==> src/rtl/gpr_file.sv <==
// RisKy1 general purpose register file with a write-pending scoreboard.
// Two combinational read ports with Write Back bypass; pending bits drive Decode's RAW stall.
module gpr_file #(
  parameter int MAX_GPR = 32,
  parameter int RSZ     = 32
) (
  input  logic           clk_in,
  input  logic           reset_in,
  input  logic           Rd_wr,
  input  logic [4:0]     Rd_addr,
  input  logic [RSZ-1:0] Rd_data,
  input  logic [4:0]     Rs1_addr,
  output logic [RSZ-1:0] Rs1_data,
  output logic           Rs1_busy,
  input  logic [4:0]     Rs2_addr,
  output logic [RSZ-1:0] Rs2_data,
  output logic           Rs2_busy,
  input  logic           sb_set,
  input  logic [4:0]     sb_addr,
  input  logic           sb_flush,
  output logic           gpr_err
);

  localparam logic [5:0] LP_NREGS = 6'(MAX_GPR);

  // x0 has no storage and no pending bit; both arrays start at index 1.
  logic [RSZ-1:0]     r_regs [1:MAX_GPR-1];
  logic [MAX_GPR-1:1] r_pending;
  logic               r_err;

  logic               w_wr_oor;
  logic               w_wr_valid;
  logic               w_set_valid;
  logic [MAX_GPR-1:1] w_pending_nxt;
  logic [RSZ-1:0]     w_rs1_stored;
  logic [RSZ-1:0]     w_rs2_stored;
  logic               w_rs1_pend;
  logic               w_rs2_pend;
  logic               w_rs1_hit;
  logic               w_rs2_hit;

  assign w_wr_oor    = Rd_wr && ({1'b0, Rd_addr} >= LP_NREGS);
  assign w_wr_valid  = Rd_wr && (Rd_addr != 5'd0) && !w_wr_oor && !reset_in;
  assign w_set_valid = sb_set && (sb_addr != 5'd0) && ({1'b0, sb_addr} < LP_NREGS);

  // Flush first, then writeback clear, then set: a same-cycle set always wins.
  always_comb begin
    // NOTE: every always_comb output gets a default first so no path can infer a latch.
    w_pending_nxt = sb_flush ? '0 : r_pending;
    for (int i = 1; i < MAX_GPR; i++) begin
      if (w_wr_valid && (Rd_addr == 5'(i))) w_pending_nxt[i] = 1'b0;
      if (w_set_valid && (sb_addr == 5'(i))) w_pending_nxt[i] = 1'b1;
    end
  end

  always_ff @(posedge clk_in) begin
    if (reset_in) begin
      // NOTE: the storage array is reset here because x1..xN must read 0 after reset;
      // a plain RAM macro could not be used for this file.
      for (int i = 1; i < MAX_GPR; i++) r_regs[i] <= '0;
      r_pending <= '0;
      r_err     <= 1'b0;
    end else begin
      // NOTE: sequential state uses non-blocking assignments only, so every
      // read of r_* in this block sees the pre-edge value.
      for (int i = 1; i < MAX_GPR; i++) begin
        if (w_wr_valid && (Rd_addr == 5'(i))) r_regs[i] <= Rd_data;
      end
      r_pending <= w_pending_nxt;
      r_err     <= w_wr_oor;
    end
  end

  // Address 0 and out-of-range addresses match no entry and fall through to 0.
  always_comb begin
    w_rs1_stored = '0;
    w_rs2_stored = '0;
    w_rs1_pend   = 1'b0;
    w_rs2_pend   = 1'b0;
    for (int i = 1; i < MAX_GPR; i++) begin
      if (Rs1_addr == 5'(i)) begin
        w_rs1_stored = r_regs[i];
        w_rs1_pend   = r_pending[i];
      end
      if (Rs2_addr == 5'(i)) begin
        w_rs2_stored = r_regs[i];
        w_rs2_pend   = r_pending[i];
      end
    end
  end

  // A valid write implies a non-zero in-range address, so a hit is always a real register.
  assign w_rs1_hit = w_wr_valid && (Rd_addr == Rs1_addr);
  assign w_rs2_hit = w_wr_valid && (Rd_addr == Rs2_addr);

  assign Rs1_data = w_rs1_hit ? Rd_data : w_rs1_stored;
  assign Rs2_data = w_rs2_hit ? Rd_data : w_rs2_stored;
  assign Rs1_busy = w_rs1_pend && !w_rs1_hit && !reset_in;
  assign Rs2_busy = w_rs2_pend && !w_rs2_hit && !reset_in;
  assign gpr_err  = r_err;

endmodule
==> config.mk <==
export PLATFORM = sky130hd
export DESIGN_NAME = gpr_file
export DESIGN_NICKNAME = d
export VERILOG_FILES = /design/src/rtl/gpr_file.sv
export SDC_FILE = /design/constraint.sdc
export NUM_CORES = 2
export LEC_CHECK = 0
export BUFFER_PORTS_ARGS = -buffer_cell sky130_fd_sc_hd__buf_4
export CAP_MARGIN = 20
export CORE_ASPECT_RATIO = 1.75
export CORE_MARGIN = 2
export CORE_UTILIZATION = 55
export CTS_BUF_LIST = sky130_fd_sc_hd__clkbuf_2 sky130_fd_sc_hd__clkbuf_4 sky130_fd_sc_hd__clkbuf_8
export DETAILED_ROUTE_END_ITERATION = 12
export HOLD_SLACK_MARGIN = 0.05
export PLACE_DENSITY = 0.79
export SYNTH_ARGS = -nofsm -noshare
export SYNTH_HDL_FRONTEND = slang
export SYNTH_SLANG_ARGS = --single-unit
==> constraint.sdc <==
create_clock -name clk_in -period 2.7 [get_ports clk_in]
set_input_delay 0.27 -clock clk_in [delete_from_list [all_inputs] [get_ports clk_in]]
set_output_delay 0.27 -clock clk_in [all_outputs]
set_load 0.01 [all_outputs]
==> out/results.ini <==
[cells_and_area]
area_growth_pct=26.71
drive_gt1_share_pct=28.38
layout.cells.non_filler=7771
post-route-util_pct=70.37
nNetsFinal=6358

[global_route]
antenna_found_initial=8
overflow=0
grt_usage_pct=48.09
grt_pass1_vias=53722
grt_max_degree=54
grt_pass1_wl_um=368000

[place]
dp.cells=7430
dp_slack_ns=-0.5730
dp_hpwl_um=182600
port-buffer-count=122
gp_congestion=1.016

[clocking]
clockBufferDepth=3
insertion_delay_ns=0.87
clk_pin_slew_worst_paths_ns=0.07
root_buffer=clkbuf_8
cts_tree=yes
cts_num_sinks=1023
htree_levels=4
cts_inserted_buffers=154

[worst_setup_path]
path_cells=nor3_4, nor3_1, a221o_1, a221oi_1, buf_4, a31oi_1, o31ai_1, buf_4, a21oi_1, buf_4
r2r_start=r_pending[3]
path_common_cell=buf_4
critPathMaxFanout=2
critPathLaunchType=register
path_class=register to output port
cpPeakStageDelay_ns=0.43
required_ns=2.43
crit_arrival_ns=3.16
crit_start=r_regs[0][402]
end_kind=output port
cp_slowest_cell=edfxtp_1

[synth]
syn_area_per_cell_sq_um=10.19
synth_warnings=0
synthFlopType=edfxtp_1
synth_seq_cells=1023
ys_types=89
synth-seq-area-share_pct=52.93
synth-edff-count=992
syn-num-nets=5693
synthCells=5636
async_flop_share_pct=0
syn_area_sq_mm=0.05745

[timing]
finalSetupViolCount=66
fmax_ghz=0.2912
hold_viol=0
rsz0062_at_grt=yes
slew_violations=0
period_needed_ns=3.434
layout_setup_ws_ns=-0.7335
tns_ns=-26.42
fin_skew_ns=0
period_share_pct=127.2
max_slew_margin_pct=31.40
whs_ns=0.3233
worst_slew_pin_slew_ns=1.029

[pwr]
leakagePower_nw=27.20
p_per_area_mw_per_mm2=538.4
ir_worst_vdd_mv=0.5911

[floorplan]
die_w_um=248.3
std_cell_rows=156
die_h_um=431.6
io_pins=124
initial_utilization_pct=55.54
core_sq_mm=0.1034
die-area_sq_mm=0.1072

[outcome]
failed_checks=negative setup slack
run_status=finished, violations left

[drt]
routed_via_density=7.019
ant_nets=0
num_vias=54546
drtIter0Drc=8411
wl_per_cell_um=33.66
drt_first_pass_iters=8
wl_um=261600
drc=0

[job]
maxCapViolations=0

[worst_hold_path]
hp-start=sb_addr[2]
hp-class=input port to register

-- critical path, delay by kind of cell (launching register included) --
family                 cells  cell delay, ns
AOI/OAI and AO/OA          5            1.05
buffers and inverters      3            0.50
DFF                        1            0.43
and+or+nand+nor            2            0.31
-- cells by family after synthesis --
group                  share of synthesized area [%]
AND/OR/NAND/NOR                                20.16
AO/OA/AOI/OAI                                  18.38
flip-flops                                     52.93
buffers and inverters                          4.608
multiplexers                                   3.763
XOR/XNOR                                      0.1524
other                                       0.006527
-- final cells by class --
class / count / area (sq um)
Antenna cell: 4 / 10.01
Clock buffer: 202 / 2549
Clock inverter: 77 / 600.6
Fill cell: 7597 / 30650
Inverter: 34 / 127.6
Multi-Input combinational cell: 3998 / 27070
Sequential cell: 1023 / 30420
Tap cell: 1343 / 1680
Timing Repair Buffer: 1090 / 10340
-- sequential cells by signal, summed over array words and instances (netlist names) --
| signal | count |
|---|---|
| r_regs | 992 |
| r_pending | 31 |
-- where the power goes --
| part | leakage, nW | total, mW | switching, mW | internal (mW) |
|---|---|---|---|---|
| registers | 9.69 | 18.8 | 0.598 | 18.2 |
| clock network | 1.66 | 13.6 | 6.75 | 6.82 |
| logic | 15.9 | 6.79 | 4.11 | 2.67 |
-- synthesized netlist by cell type, drive strengths merged, types with 34 or more instances --
| cell type | number | share of area [%] |
|---|---|---|
| and2 | 999 | 11 |
| edfxtp | 992 | 52 |
| nor2 | 440 | 2.9 |
| a21oi | 385 | 3.4 |
| o21ai | 385 | 3.4 |
| clkbuf | 382 | 2.5 |
| o22ai | 299 | 3.3 |
| nand2 | 243 | 1.6 |
| buf | 199 | 1.9 |
| mux2i | 171 | 3.0 |
| nor3 | 127 | 1.1 |
| a22oi | 75 | 0.98 |
| nand3 | 73 | 0.64 |
| o221ai | 66 | 1.0 |
| a211oi | 64 | 0.84 |
| a221oi | 59 | 0.90 |
| a221o | 54 | 0.94 |
| a22o | 37 | 0.56 |
| a31oi | 37 | 0.40 |
| or2 | 37 | 0.40 |
| o211ai | 35 | 0.47 |
| or3 | 34 | 0.37 |
-- worst paths after layout --
kind / to / slack, ns / depth (start not counted)
max: Rs1_data[18] / -0.73 / 10
min: r_pending[19] / 0.32 / 5
max reg2reg: r_pending[3] / 1.45 / 4
min reg2reg: r_pending[20] / 0.48 / 2
-- metal layers --
metal	up-vias	routed length (um)	part of all wire (%)	track usage (%)
li1	22232	-	-	-
met1	26150	86860	33	56.90
met2	4770	121000	46	76.30
met3	1386	31920	12	12.46
met4	8	21770	8.3	32.91
met5	-	73	0.028	0
-- through the flow --
stage,cell area [sq um],power (mW)
floorplan,57450,21.50
global placement,66380,24.81
detailed placement,66380,24.87
CTS,71900,38.63
global route,72790,39.92
finish,72800,39.20
-- layout by cell type (no fill, tap or decap), types with 46 or more instances in the layout --
cell type	n
buf_6	50
o21ai_2	47
a211oi_1	53
o22ai_1	257
nor2_2	54
nor3_1	118
nand2_1	237
buf_12	147
a21oi_1	330
and2_1	995
o21ai_0	282
nor2_1	386
clkbuf_8	166
a221o_1	54
edfxtp_1	992
dlygate4sd3_1	46
buf_4	845
mux2i_1	161
a22oi_1	68
nand3_1	49
-- what timing repair did --
item / in CTS / in global routing
endpoints found under the hold margin: 991 / 0
buffers inserted: 24 / 17
setup endpoints to repair: 66 / 67
hold buffers: 47 / 0
resized for setup: 457 / 157
pin swaps: 236 / 183
(Power assumes the default switching activity.)
